**src/rtl/fetch_sequencer.sv**
```systemverilog
// Instruction-fetch sequencer: owns the PC, runs one req/ack memory access at a time,
// buffers the returned word for decode and absorbs redirects, including mid-request ones.
module fetch_sequencer #(
    parameter int                 ADDR_W   = 64,
    parameter int                 INST_W   = 32,
    parameter logic [ADDR_W-1:0]  RESET_PC = '0
) (
    input  logic              clk,
    input  logic              rst,
    output logic              imem_req,
    output logic [ADDR_W-1:0] imem_addr,
    input  logic              imem_ack,
    input  logic [INST_W-1:0] imem_rdata,
    input  logic              redirect_valid,
    input  logic [ADDR_W-1:0] redirect_pc,
    output logic              inst_valid,
    input  logic              inst_ready,
    output logic [INST_W-1:0] inst,
    output logic [ADDR_W-1:0] inst_pc,
    output logic [ADDR_W-1:0] pc4,
    output logic [31:0]       fetch_count
);

    localparam logic [1:0] S_IDLE  = 2'd0;
    localparam logic [1:0] S_FETCH = 2'd1;
    localparam logic [1:0] S_DRAIN = 2'd2;
    localparam logic [1:0] S_FLUSH = 2'd3;

    localparam logic [ADDR_W-1:0] FOUR = ADDR_W'(4);

    logic [1:0]        state_q, state_d;
    logic [ADDR_W-1:0] pc_q, pc_d;
    logic [ADDR_W-1:0] addr_q, addr_d;
    logic [INST_W-1:0] inst_q, inst_d;
    logic [ADDR_W-1:0] inst_pc_q, inst_pc_d;
    logic [ADDR_W-1:0] pc4_q, pc4_d;
    logic              valid_q, valid_d;
    logic [31:0]       count_q, count_d;
    logic [ADDR_W-1:0] redir_tgt;

    assign redir_tgt = {redirect_pc[ADDR_W-1:2], 2'b00};

    always_comb begin
        state_d   = state_q;
        pc_d      = pc_q;
        addr_d    = addr_q;
        inst_d    = inst_q;
        inst_pc_d = inst_pc_q;
        pc4_d     = pc4_q;
        valid_d   = valid_q;
        count_d   = count_q;
        unique case (state_q)
            S_IDLE: begin
                state_d = S_FETCH;
                if (redirect_valid) begin
                    pc_d   = redir_tgt;
                    addr_d = redir_tgt;
                end else begin
                    addr_d = pc_q;
                end
            end
            S_FETCH: begin
                if (redirect_valid) begin
                    pc_d = redir_tgt;
                    // An unacked request must still complete; its data is dropped in FLUSH.
                    if (imem_ack) begin
                        addr_d  = redir_tgt;
                        state_d = S_FETCH;
                    end else begin
                        state_d = S_FLUSH;
                    end
                end else if (imem_ack) begin
                    inst_d    = imem_rdata;
                    inst_pc_d = addr_q;
                    pc4_d     = addr_q + FOUR;
                    valid_d   = 1'b1;
                    pc_d      = addr_q + FOUR;
                    state_d   = S_DRAIN;
                end
            end
            S_DRAIN: begin
                if (redirect_valid) begin
                    valid_d = 1'b0;
                    pc_d    = redir_tgt;
                    addr_d  = redir_tgt;
                    state_d = S_FETCH;
                end else if (inst_ready) begin
                    valid_d = 1'b0;
                    count_d = count_q + 32'd1;
                    addr_d  = pc_q;
                    state_d = S_FETCH;
                end
            end
            S_FLUSH: begin
                if (redirect_valid) begin
                    pc_d = redir_tgt;
                    if (imem_ack) begin
                        addr_d  = redir_tgt;
                        state_d = S_FETCH;
                    end
                end else if (imem_ack) begin
                    addr_d  = pc_q;
                    state_d = S_FETCH;
                end
            end
            default: state_d = S_IDLE;
        endcase
    end

    always_ff @(posedge clk) begin
        if (rst) begin
            state_q   <= S_IDLE;
            pc_q      <= RESET_PC;
            addr_q    <= RESET_PC;
            inst_q    <= '0;
            inst_pc_q <= '0;
            pc4_q     <= '0;
            valid_q   <= 1'b0;
            count_q   <= '0;
        end else begin
            state_q   <= state_d;
            pc_q      <= pc_d;
            addr_q    <= addr_d;
            inst_q    <= inst_d;
            inst_pc_q <= inst_pc_d;
            pc4_q     <= pc4_d;
            valid_q   <= valid_d;
            count_q   <= count_d;
        end
    end

    assign imem_req    = (state_q == S_FETCH) || (state_q == S_FLUSH);
    assign imem_addr   = addr_q;
    assign inst_valid  = valid_q;
    assign inst        = inst_q;
    assign inst_pc     = inst_pc_q;
    assign pc4         = pc4_q;
    assign fetch_count = count_q;

endmodule

```
**config.mk**
```make
export PLATFORM = sky130hd
export DESIGN_NAME = fetch_sequencer
export DESIGN_NICKNAME = d
export VERILOG_FILES = /design/src/rtl/fetch_sequencer.sv
export SDC_FILE = /design/constraint.sdc
export NUM_CORES = 1
export LEC_CHECK = 0
export ABC_CLOCK_PERIOD_IN_PS = 3200
export CORE_MARGIN = 1.5
export CORE_UTILIZATION = 31
export CTS_BUF_LIST = sky130_fd_sc_hd__clkbuf_2 sky130_fd_sc_hd__clkbuf_4 sky130_fd_sc_hd__clkbuf_8
export CTS_CLUSTER_SIZE = 25
export DETAILED_ROUTE_END_ITERATION = 16
export GPL_TIMING_DRIVEN = 0
export PLACE_DENSITY = 0.59
export SYNTH_ARGS = -nofsm -noshare
export SYNTH_HDL_FRONTEND = slang
export SYNTH_SLANG_ARGS = --single-unit
```
**constraint.sdc**
```tcl
create_clock -name clk -period 3.2 [get_ports clk]
set_clock_uncertainty 0.2 [all_clocks]
set_input_delay 0.96 -clock clk [delete_from_list [all_inputs] [get_ports clk]]
set_output_delay 0.96 -clock clk [all_outputs]
set_load 0.05 [all_outputs]
```
==> metrics.txt <==
drt pass-1 iters 6; Slew HR 21.20%; Hold Path Class reg -> reg; status completed; share of layout cells above drive strength 1 slightly below 8%; Cells after DPL about 2.8k; commonest non-fill, non-tap cell in the layout dfxtp_1; pwr dens 537.5 mW/mm2; WL met1 ~28 mm; sequential area share after synthesis between 40% and 50%; Starting Density a little under a third; Via-to-Cell Ratio approximately 5.4; cell area after synthesis about 0.014 mm2; DP HPWL between 50 and 60 mm; total nets after synthesis 1939; synth unique cells 63; largest net degree at the start of global routing 16; FF+latch count, synth between 300 and 400; RSZ-0062 raised after global routing no; pre-CTS WS -2.343 ns; most frequent cells in the layout dfxtp_1 (321), clkdlybuf4s50_1 (308), nand2_1 (301), nor2_1 (234), a21oi_1 (223); # DRC 0; final setup violation count 0; row count 78; CTS tree built; GRT Residual Overflow 0; max-slew violation count 0; critical path capture point type register; ys async rst share 0%; Die X 217.5 um; initial antenna violation count 14; metal2 WL 30.17 mm; post-route antenna net violation count 0; 1st-iter DRT viols between 1k and 1.5k; htree depth 2; via count 15.83k; # nets final about 2.4k; CTS Buffer Depth 3; vias in the first global route 14.98k; measured slew at the worst slew-check pin approximately 1.2 ns; Worst setup SP type register; WP data arrival about 3.5 ns; DR top layer met5; Inserted Clock Buffers 59; FMAX approximately 310 MHz; post-route clock period utilization about 100%; area grow syn2layout 40.17%; clock slew at reported path FFs around 0.060 ns; synthesized area per cell between 7 and 8 um2; final wirelength 67.18 mm; met3 wire length approximately 6.5 mm; Die Height approximately 220 um; # clock sinks roughly 320; total power around 11 mW; Root Driver clkbuf_8; gpl congestion slightly above 0.9; Final Critical Period ~3.2 ns; Final Hold Vio Count 0; Port Buffers 356; fin cells ~2.9k; Clk Latency, worst-skew pair around 0.67 ns; Max rail drop VDD around 280 uV; Worst Path Max Fanout 10; Most used DFF post-synth dfxtp_1; leakage between 7 and 8 nW; Setup WS post-layout between 0.008 and 0.009 ns; GRT Overall Usage 27.52%; Top Ports around 360; CP required ~3.5 ns; core area 0.04538 mm2; final non-filler cell area around 0.020 mm2; DP Area roughly 0.019 mm2; Worst Path Class, Setup reg -> reg; total die area approximately 0.047 mm2; first-pass GRT wire length 97.06 mm; routed len/inst around 23 um; Post-synth EDFFs 0; Post-Syn Instances between 1.5k and 2k; max-cap viol count 0; yosys warns 0
area by class of cell:
class / count / area [um2]
Antenna cell: 4 / 10.01
Buffer: 156 / 653.1
Clock buffer: 95 / 1182
Clock inverter: 12 / 118.9
Fill cell: 4701 / 25390
Inverter: 11 / 41.29
Multi-Input combinational cell: 1347 / 7221
Sequential cell: 321 / 6426
Tap cell: 600 / 750.7
Timing Repair Buffer: 363 / 3586
what timing repair did:
action / in CTS / in global routing
setup buffers: 2 / 5
gates resized for setup: 57 / 41
pin swaps: 1 / 2
setup endpoints to repair: 275 / 137
hold buffers: 0 / 0
final timing paths:
path                            slack, ns               endpoint  cells after the start                 startpoint
worst max-delay path                0.008   pc4[47]$_SDFFE_PP0P_                      6  imem_addr[2]$_SDFFE_PP0P_
worst min register to register       0.25  inst[24]$_SDFFE_PP0P_                      2      inst[24]$_SDFFE_PP0P_
worst max register to register      0.008   pc4[47]$_SDFFE_PP0P_                      6  imem_addr[2]$_SDFFE_PP0P_
worst min-delay path                 0.25  inst[24]$_SDFFE_PP0P_                      2      inst[24]$_SDFFE_PP0P_
critical path, stage by stage, from the launching register on:
cell	delay (ns)
dfxtp_1	0.55
nand4_1	0.48
or4_4	0.72
buf_6	0.19
o31a_1	0.29
nor3_1	0.48
nor2_1	0.11
synthesized netlist by cell type, drive strengths merged (9+ instances only):
master,number,share of area (%)
xnor2,33,2.0
nand3,43,1.5
and4,14,0.89
o221ai,10,0.61
xor2,41,2.5
o21ai,111,3.9
o22ai,26,1.1
nor3,55,2.0
o31a,9,0.55
clkbuf,139,3.7
dfxtp,321,45
a21oi,223,7.8
inv,11,0.29
and3,22,0.97
nor4,28,1.6
nand2,301,7.9
o211a,9,0.63
a211oi,37,2.1
nor2,235,6.2
a221oi,12,0.74
nand4,26,1.2
a22oi,36,1.9
buf,18,0.66
or3,10,0.44
where the power goes:
part / switching (mW) / leakage (nW) / internal (mW)
sequential: 0.244 / 2.62 / 4.20
combinational: 1.36 / 4.02 / 0.613
clock: 1.83 / 0.692 / 2.49
flip-flops by register name, summed over array words and instances (netlist names):
signal,cells
pc4,62
pc_q,64
fetch_count,32
imem_addr,64
inst_pc,64
inst,32
inst_valid,1
state_q,2
cell families (layout without fill, tap and decap cells):
group | after synthesis | count (layout) | synth area share, %
buffers and inverters | 168 | 637 | 4.624
other | 0 | 4 | 0
xor gates and xnor gates | 74 | 74 | 4.545
DFF | 321 | 321 | 45.06
and+or+nand+nor | 757 | 757 | 23.89
AOI/OAI and AO/OA | 512 | 512 | 21.57
adders and majority gates | 2 | 2 | 0.1754
muxes | 2 | 2 | 0.1404
stage by stage:
| stage | TNS [ns] | utilization [%] | hold WS, ns |
|---|---|---|---|
| global placement | -396.28 | 40.93 | 0.2415 |
| floorplan | 0 | - | 0.2339 |
| finish | 0 | 44.05 | 0.2521 |
| detailed placement | -398.53 | 40.93 | 0.2464 |
| global route | 0 | 44.04 | 0.2689 |
| CTS | -0.001841 | 43.82 | 0.2537 |
layer usage:
layer / up-vias / global-route usage (%)
met3: 139 / 7.545
met2: 799 / 43.30
met4: 16 / 11.99
li1: 7321 / -
met1: 7554 / 35.18
met5: - / 0
Power figures use the tool's default switching activity.
